$ cat config.mk
export PLATFORM = sky130hd
export DESIGN_NAME = fuzzy_rule_sequencer
export DESIGN_NICKNAME = d
export VERILOG_FILES = /design/src/rtl/fuzzy_pkg.sv /design/src/rtl/fuzzy_rule_mac.sv /design/src/rtl/fuzzy_rule_sequencer.sv
export SDC_FILE = /design/constraint.sdc
export NUM_CORES = 1
export LEC_CHECK = 0
export ABC_AREA = 1
export CORE_MARGIN = 1
export CORE_UTILIZATION = 40
export DETAILED_ROUTE_END_ITERATION = 10
export PLACE_DENSITY = 0.69
export SKIP_LAST_GASP = 1
export SYNTH_ARGS = -nofsm -noshare
export SYNTH_HDL_FRONTEND = slang
export SYNTH_SLANG_ARGS = --single-unit
$ cat constraint.sdc
create_clock -name clk -period 28.9 [get_ports clk]
set_input_delay 2.89 -clock clk [delete_from_list [all_inputs] [get_ports clk]]
set_output_delay 2.89 -clock clk [all_outputs]
set_load 0.01 [all_outputs]
$ cat src/rtl/fuzzy_pkg.sv
// rtl/fuzzy_pkg.sv - shared types and constants for the fuzzy rule sequencer
package fuzzy_pkg;

  typedef enum logic [1:0] {
    IDLE = 2'd0,
    EVAL = 2'd1,
    DONE = 2'd2
  } state_e;

  // Fuzzy set index within one input variable
  localparam logic [1:0] NEG  = 2'd0;
  localparam logic [1:0] ZERO = 2'd1;
  localparam logic [1:0] POS  = 2'd2;

  localparam int NRULES   = 9;
  localparam int MU_W_DEF = 16;
  localparam int Z_W_DEF  = 16;

  // Temperature set index of rule k = 3*i+j
  function automatic logic [1:0] rule_row(input logic [3:0] k);
    logic [1:0] r;
    case (k)
      4'd0, 4'd1, 4'd2: r = NEG;
      4'd3, 4'd4, 4'd5: r = ZERO;
      default:          r = POS;
    endcase
    return r;
  endfunction

  // dT set index of rule k = 3*i+j
  function automatic logic [1:0] rule_col(input logic [3:0] k);
    logic [1:0] c;
    case (k)
      4'd0, 4'd3, 4'd6: c = NEG;
      4'd1, 4'd4, 4'd7: c = ZERO;
      default:          c = POS;
    endcase
    return c;
  endfunction

endpackage

$ cat src/rtl/fuzzy_rule_mac.sv
// rtl/fuzzy_rule_mac.sv - shared min/multiply unit with weight and weighted-sum accumulators
module fuzzy_rule_mac #(
  parameter int MU_W  = 16,
  parameter int Z_W   = 16,
  parameter int SW_W  = MU_W + 4,
  parameter int SWZ_W = MU_W + Z_W + 4
) (
  input  logic                    clk,
  input  logic                    rst_n,
  input  logic                    clr_i,
  input  logic                    en_i,
  input  logic                    last_i,
  input  logic [MU_W-1:0]         mu_a_i,
  input  logic [MU_W-1:0]         mu_b_i,
  input  logic signed [Z_W-1:0]   z_i,
  output logic [SW_W-1:0]         sum_w_o,
  output logic signed [SWZ_W-1:0] sum_wz_o
);

  localparam int PROD_W = MU_W + Z_W + 1;

  logic [MU_W-1:0]          w;
  logic signed [PROD_W-1:0] prod;
  logic [SW_W-1:0]          term_w;
  logic signed [SWZ_W-1:0]  term_wz;

  logic [SW_W-1:0]          acc_w_q;
  logic signed [SWZ_W-1:0]  acc_wz_q;
  logic [SW_W-1:0]          sum_w_q;
  logic signed [SWZ_W-1:0]  sum_wz_q;

  // Rule weight and its contribution; w gets a zero sign bit so it multiplies as a positive value
  always_comb begin
    w       = (mu_a_i < mu_b_i) ? mu_a_i : mu_b_i;
    prod    = $signed({1'b0, w}) * z_i;
    term_w  = {{(SW_W-MU_W){1'b0}}, w};
    term_wz = {{(SWZ_W-PROD_W){prod[PROD_W-1]}}, prod};
  end

  // Running accumulators; the visible sums load only on the final rule so they hold between runs
  always_ff @(posedge clk or negedge rst_n) begin
    if (!rst_n) begin
      acc_w_q  <= '0;
      acc_wz_q <= '0;
      sum_w_q  <= '0;
      sum_wz_q <= '0;
    end else if (clr_i) begin
      acc_w_q  <= '0;
      acc_wz_q <= '0;
    end else if (en_i) begin
      acc_w_q  <= acc_w_q + term_w;
      acc_wz_q <= acc_wz_q + term_wz;
      if (last_i) begin
        sum_w_q  <= acc_w_q + term_w;
        sum_wz_q <= acc_wz_q + term_wz;
      end
    end
  end

  assign sum_w_o  = sum_w_q;
  assign sum_wz_o = sum_wz_q;

endmodule

$ cat src/rtl/fuzzy_rule_sequencer.sv
// rtl/fuzzy_rule_sequencer.sv - 3x3 fuzzy rule engine, one rule per cycle; FUZZY_RULE_TRACE_EN adds trace outputs
module fuzzy_rule_sequencer
  import fuzzy_pkg::*;
#(
  parameter int MU_W = MU_W_DEF,
  parameter int Z_W  = Z_W_DEF,
  localparam int SW_W  = MU_W + 4,
  localparam int SWZ_W = MU_W + Z_W + 4
) (
  input  logic                    clk,
  input  logic                    rst_n,
  input  logic                    in_valid,
  output logic                    in_ready,
  input  logic [MU_W-1:0]         muT_neg,
  input  logic [MU_W-1:0]         muT_zero,
  input  logic [MU_W-1:0]         muT_pos,
  input  logic [MU_W-1:0]         muD_neg,
  input  logic [MU_W-1:0]         muD_zero,
  input  logic [MU_W-1:0]         muD_pos,
  input  logic                    cfg_we,
  input  logic [3:0]              cfg_addr,
  input  logic signed [Z_W-1:0]   cfg_data,
  output logic                    cfg_ready,
  output logic                    out_valid,
  input  logic                    out_ready,
  output logic [SW_W-1:0]         sum_w,
  output logic signed [SWZ_W-1:0] sum_wz
`ifdef FUZZY_RULE_TRACE_EN
  ,
  output logic                    trc_valid,
  output logic [3:0]              trc_idx,
  output logic [MU_W-1:0]         trc_w
`endif
);

  state_e state_q, state_d;
  logic [3:0] idx_q, idx_d;

  logic [MU_W-1:0] mu_t_q [3];
  logic [MU_W-1:0] mu_d_q [3];
  logic signed [Z_W-1:0] z_q [NRULES];

  logic capture, mac_clr, mac_en, mac_last;
  logic [MU_W-1:0] mu_a, mu_b;

  // Sequencer state and rule index registers
  always_ff @(posedge clk or negedge rst_n) begin
    if (!rst_n) begin
      state_q <= IDLE;
      idx_q   <= '0;
    end else begin
      state_q <= state_d;
      idx_q   <= idx_d;
    end
  end

  // Next state: capture in IDLE, walk the 9 rules, wait for the sums to be taken
  always_comb begin
    state_d  = state_q;
    idx_d    = idx_q;
    capture  = 1'b0;
    mac_clr  = 1'b0;
    mac_en   = 1'b0;
    mac_last = 1'b0;
    case (state_q)
      IDLE: begin
        if (in_valid) begin
          capture = 1'b1;
          mac_clr = 1'b1;
          idx_d   = '0;
          state_d = EVAL;
        end
      end
      EVAL: begin
        mac_en = 1'b1;
        if (idx_q == 4'(NRULES - 1)) begin
          mac_last = 1'b1;
          idx_d    = '0;
          state_d  = DONE;
        end else begin
          idx_d = idx_q + 4'd1;
        end
      end
      DONE: begin
        if (out_ready) state_d = IDLE;
      end
      default: state_d = IDLE;
    endcase
  end

  assign in_ready  = (state_q == IDLE);
  assign cfg_ready = (state_q == IDLE);
  assign out_valid = (state_q == DONE);

  // Input latch so membership changes during a run do not disturb it
  always_ff @(posedge clk or negedge rst_n) begin
    if (!rst_n) begin
      for (int k = 0; k < 3; k++) begin
        mu_t_q[k] <= '0;
        mu_d_q[k] <= '0;
      end
    end else if (capture) begin
      mu_t_q[0] <= muT_neg;
      mu_t_q[1] <= muT_zero;
      mu_t_q[2] <= muT_pos;
      mu_d_q[0] <= muD_neg;
      mu_d_q[1] <= muD_zero;
      mu_d_q[2] <= muD_pos;
    end
  end

  // Consequent table; writable only while idle and only for real rule indices
  always_ff @(posedge clk or negedge rst_n) begin
    if (!rst_n) begin
      for (int k = 0; k < NRULES; k++) z_q[k] <= '0;
    end else if (cfg_we && cfg_ready && (cfg_addr < 4'(NRULES))) begin
      z_q[cfg_addr] <= cfg_data;
    end
  end

  // Antecedent operands of the current rule
  always_comb begin
    mu_a = mu_t_q[2];
    mu_b = mu_d_q[2];
    case (rule_row(idx_q))
      NEG:     mu_a = mu_t_q[0];
      ZERO:    mu_a = mu_t_q[1];
      POS:     mu_a = mu_t_q[2];
      default: mu_a = mu_t_q[2];
    endcase
    case (rule_col(idx_q))
      NEG:     mu_b = mu_d_q[0];
      ZERO:    mu_b = mu_d_q[1];
      POS:     mu_b = mu_d_q[2];
      default: mu_b = mu_d_q[2];
    endcase
  end

  fuzzy_rule_mac #(
    .MU_W  (MU_W),
    .Z_W   (Z_W),
    .SW_W  (SW_W),
    .SWZ_W (SWZ_W)
  ) u_mac (
    .clk      (clk),
    .rst_n    (rst_n),
    .clr_i    (mac_clr),
    .en_i     (mac_en),
    .last_i   (mac_last),
    .mu_a_i   (mu_a),
    .mu_b_i   (mu_b),
    .z_i      (z_q[idx_q]),
    .sum_w_o  (sum_w),
    .sum_wz_o (sum_wz)
  );

`ifdef FUZZY_RULE_TRACE_EN
  // Per-rule trace of the weight being accumulated this cycle
  always_comb begin
    trc_valid = (state_q == EVAL);
    trc_idx   = idx_q;
    trc_w     = (mu_a < mu_b) ? mu_a : mu_b;
  end
`endif

endmodule

; ---- Word level (Yosys, flattened, before mapping)
; Index checks and enable logic that the tools add are counted.
[classes]
add_sub_neg = 3
n_mul = 1
n_div = 0
n_lt_le_gt_ge = 5
n_eq_ne = 15
shifts = 0
mux = 27
bitwise = 3
n_reduce_logical = 16
[op_table]
columns = op, count
row1 = 144-bit bitwise mux, 1
row2 = 36-bit 2-to-1 mux, 2
row3 = 16-bit binary-select mux with 4-bit select, 1
row4 = 16-bit demux with 4-bit select, 1
row5 = 16-bit 2-to-1 mux, 4
row6 = 16-bit one-hot mux with 2 select lines, 2
row7 = 20-bit 2-to-1 mux, 2
row8 = 36-bit by 33-bit adder with 36-bit output, 1
row9 = 17-bit by 16-bit multiplier with 33-bit output, 1
row10 = 20-bit by 16-bit adder with 20-bit output, 1
row11 = "4-bit by 3-bit == test with 1-bit output, second input constant", 4
row12 = 16-bit < comparator, 1
row13 = 3-bit OR reduction, 4
row14 = "5-bit greater-or-equal comparator, second input constant", 2
row15 = 4-bit inverter with 5-bit output, 2
row16 = "4-bit by 2-bit == test with 1-bit output, second input constant", 2
row17 = 4-bit 2-to-1 mux, 2
row18 = 2-bit one-hot mux with 2 select lines, 2
row19 = 4-bit one-hot mux with 2 select lines, 1
row20 = "2-bit by 1-bit == test with 1-bit output, second input constant", 3
row21 = 2-bit zero test, 3
row22 = 2-bit 2-to-1 mux, 3
row23 = 2-bit one-hot mux with 3 select lines, 1
row24 = 3-bit AND reduction, 2
row25 = 14 further kinds, 22
[word_totals]
register_bits = 358
latch_bits = 0
mem_bits_rw = 0
romBits = 0
in_bits = 121
word_cells = 91
memories = 0

; ---- Longest topological paths before layout
[depth]
depth_word = 11
ltp_mapped = 58
ltp_nobuf = 51

; ---- By module
; Synthesis repeated with hierarchy kept, for this count alone.
[unflattened]
hier_cells = 3844
area_unflattened_um2 = 28805.1
[by_module_without_submodules]
columns = mod, instances, cells_per_inst, area_each_um2
row1 = fuzzy_rule_mac, 1, 2220, 16617.2
row2 = fuzzy_rule_sequencer, 1, 1624, 12187.9

; ---- Worst setup path after synthesis
; No wires, ideal clock.
[synth_timing]
path_type = register to register
start = register idx_q[0]
end = register u_mac.acc_wz_q[35]
setup_ns = 0.118
t_arrival_ns = 9.208
required_time_ns = 28.782
path_slack_ns = 19.574
path_stages_with_launch = 49
path_buffers = 5
cell_sequence = dfrtp_1 inv_1 buf_2 buf_1 clkbuf_1 ha_1 inv_1 nand2_1 nand2_2 nand2_4 inv_2 nand2_1 buf_2 nor2_1 a221oi_1 ha_1 nand2_1 inv_1 [13 not listed] fa_1 inv_1 fa_1 fa_1 inv_1 fa_1 inv_1 ha_1 a21oi_1 inv_1 a21oi_1 a21boi_0 o21ai_0 nand4_1 nand2_1 or2_2 nand3_1 nand2_1
[synth_via]
elab_chain_len = 11
[synth_lines]
columns = item, line
row1 = "start, declared", fuzzy_rule_sequencer.sv:37  ; logic [3:0] idx_q, idx_d;
row2 = "start signal, assigned", fuzzy_rule_sequencer.sv:53  ; idx_q <= idx_d;
row3 = 4-bit by 3-bit == test with 1-bit output (tied with other cells), "fuzzy_pkg.sv:22, fuzzy_pkg.sv:33"
row4 = 3-bit OR reduction (on tied branches), "fuzzy_pkg.sv:22, fuzzy_pkg.sv:33"
row5 = 2-bit one-hot mux with 2 select lines (on tied branches), "fuzzy_pkg.sv:22, fuzzy_pkg.sv:33"
row6 = 2-bit by 1-bit == test with 1-bit output (tied with other cells), fuzzy_rule_sequencer.sv:125  ; case (rule_row(idx_q))
row7 = 16-bit one-hot mux with 2 select lines (on tied branches), "fuzzy_rule_sequencer.sv:125, fuzzy_rule_sequencer.sv:131"
row8 = 16-bit < comparator, fuzzy_rule_mac.sv:34  ; w = (mu_a_i < mu_b_i) ? mu_a_i : mu_b_i;
row9 = 16-bit 2-to-1 mux, fuzzy_rule_mac.sv:34
row10 = 17-bit by 16-bit multiplier with 33-bit output *, fuzzy_rule_mac.sv:35  ; prod = $signed({1'b0, w}) * z_i;
row11 = 36-bit by 33-bit adder with 36-bit output *, fuzzy_rule_mac.sv:52  ; acc_wz_q <= acc_wz_q + term_wz;
row12 = 36-bit 2-to-1 mux *, fuzzy_rule_mac.sv:50  ; end else if (en_i) begin
row13 = 36-bit 2-to-1 mux *, fuzzy_rule_mac.sv:47  ; end else if (clr_i) begin
row14 = "end signal, assigned", fuzzy_rule_mac.sv:52
row15 = "end, declared", fuzzy_rule_mac.sv:28  ; logic signed [SWZ_W-1:0] acc_wz_q;
; Every way passes the cells marked *; elsewhere a longest branch is shown, timed or not. The select of a mux whose other input is x is not followed.
; A chain may end at the register's enable or synchronous reset.

; ---- Worst setup path in the final report
; Same ends and word-level chain as after synthesis.

==> metrics.txt <==
Critical Path AT=between 10 and 15 ns; GRT Util Overall=0.228; Mapped Cells=between 3,000 and 4,000; synthesis-to-layout area growth=14.7%; sequential fraction of the synthesis area=0.341; setup TNS=0 ns; Setup-failing EPs final=0; H-Tree Level Count=2; DP Worst Slack=17.68 ns; drt drc=0; layout cells sized above 1=0.0478; IO Count=180; starting DRC count in detailed routing=1,592; post-route insts no fill=between 4,000 and 5,000; CTS tree=yes; Hold Crit Class=reg2reg; CORE AREA=between 60,000 and 70,000 um2; Fmax=88.5 MHz; Fillers=6,346; max_cap viols=0; Critical Path RT=between 20 and 30 ns; Hold Slack=0.480 ns; via count=between 20,000 and 25,000; worst slew pin tran=1.12 ns; vias per cell=between 5 and 6; top cells by area, synth=dfrtp_1 (34%), fa_1 (17%), nand2_1 (12%); Initial Util=0.406; die width=between 200 and 300 um; maximum buffer depth of the clock tree=3; yosys warns=0; placed cell count=around 4,100; Mapped Area=26,300 um2; Worst Hold Depth=2; total gr overflow=0; Antenna diodes=0; gp weighted congestion=between 0.9 and 1; dpl hpwl=54.7 mm; Synth Net Count=around 3,700; commonest non-fill, non-tap cell in the layout=nand2_1; router iterations before antenna repair=5; setup ws final=~18 ns; status=complete, no violations; Die Y=roughly 260 um; commonest non-fill, non-tap cells in the layout=nand2_1 (859), inv_1 (462), dfrtp_1 (357), o21ai_0 (331), nor2_1 (231); clock skew=around 0.035 ns; worst stage delay on the critical path=0.97 ns; Mapped Avg Cell Area=around 8.3 um2; crit path launch type=flip-flop; port buffer count=~180; Synth Register Bits=358; pin count of the biggest net entering global routing=~170; critical path endpoint category=flip-flop; first-pass GRT wire length=about 120 mm; Sink Count=between 300 and 400; WL final=roughly 74 mm; r2r setup slk=between 15 and 20 ns; fin nets=3,786; post-synthesis async set-or-reset flop share=1.00; Final min period=roughly 11 ns; Num CTS Buffers=42; EDFF count, synth=0; crit path max-delay cell type=o21ai_1; area leader, netlist=dfrtp_1; Clock Latency Late Sink=roughly 0.6 ns; fin. max-slew vios=0; Post-CTS Resized=0; site row count=slightly above 90; Top FF cell, synth=dfrtp_1; CP Max Fanout=69; R2R depth=39; die footprint=approximately 67,000 um2; Root Driver=clkbuf_16; slew margin rel.=0.251; RSZ-0062 raised after global routing=no; Synth top area share=0.341; WL per Instance=17.9 um; Final Hold Viols=0; Distinct cells, synth=52; hold buffer count at CTS=0; setup bufs post-CTS=0; clock slew at reported path FFs=0.06 ns; antenna violations before repair=0; Tcrit/Tclk final=0.391; Detail Route Antenna Nets=0; Crit Path Category=reg2reg; number of global-route vias before repair=22,171
per-stage QoR:
step / utilization / cell area, um2
floorplan: - / 26300
global placement: 0.445 / 28800
detailed placement: 0.445 / 28800
CTS: 0.466 / 30100
global route: 0.466 / 30100
finish: 0.466 / 30100
Yosys cell counts (7+ instances only):
cell and count:
a21o_1 11, a21oi_1 74, a221oi_1 12, a31oi_1 7, a32o_1 16, and3_1 14, buf_1 16, buf_2 9
clkbuf_1 103, dfrtp_1 358, fa_1 228, ha_1 160, inv_1 463, inv_2 9, inv_4 7, nand2_1 860
nand2_2 14, nand3_1 52, nand4_1 15, nor2_1 233, nor2_2 7, nor3_1 8, o21ai_0 331, o21bai_1 8
o221ai_1 28, o22ai_1 13, or2_2 19, xnor2_1 25, xor2_1 13
cell families after synthesis:
group | after synthesis | share of synthesized area
AO/OA/AOI/OAI | 528 | 0.117
buffers and inverters | 618 | 0.0908
flip-flops | 358 | 0.341
AND/OR/NAND/NOR | 1237 | 0.189
XOR/XNOR | 38 | 0.0127
adder cells (fa/ha/maj) | 388 | 0.250
per-layer routing:
metal  global-route usage  wire length [um]  up-vias
met5                    0                 0        -
li1                     -                 -    10143
met4               0.0830              2550        0
met3               0.0491              5400      153
met2                0.378             35100      640
met1                0.294             31300    10536
worst paths after layout:
check | to | startpoint
worst min register to register | z_q[44]$_DFFE_PN0P_ | z_q[44]$_DFFE_PN0P_
worst max register to register | u_mac.acc_wz_q[35]$_DFFE_PN0P_ | idx_q[0]$_DFFE_PN0P_
worst min-delay path | z_q[44]$_DFFE_PN0P_ | z_q[44]$_DFFE_PN0P_
worst max-delay path | u_mac.acc_wz_q[35]$_DFFE_PN0P_ | idx_q[0]$_DFFE_PN0P_
max in group asynchronous | z_q[116]$_DFFE_PN0P_ | rst_n
min in group asynchronous | u_mac.sum_wz_o[5]$_DFFE_PN0P_ | rst_n
critical path: cells and delay by family (launching register included):
family                     cells  cell delay (ns)
AOI/OAI and AO/OA             10             3.87
adders and majority gates      9             3.35
and+or+nand+nor               13             2.25
buffers and inverters          7             1.31
DFF                            1             0.36
area by class of cell:
cell class,instances,area [um2],share of cell area
well taps,855,1070,0.0355
clock buffers,59,1170,0.0387
clock inverters,12,186,0.00619
flip-flops and latches,358,8960,0.297
repair buffers,200,1970,0.0653
multi-input cells,2191,15000,0.496
inverters,484,1840,0.0609
state kept, by name, indices dropped and copies added, names as in the netlist:
| signal | flops |
|---|---|
| z_q | 144 |
| mu_d_q | 48 |
| mu_t_q | 48 |
| u_mac.acc_wz_q | 36 |
| u_mac.sum_wz_o | 36 |
| u_mac.acc_w_q | 20 |
| u_mac.sum_w_o | 20 |
| idx_q | 4 |
| state_q | 2 |
Power is not shown: default switching activity piles up to over one toggle a cycle in this logic, so the estimate is an artifact.
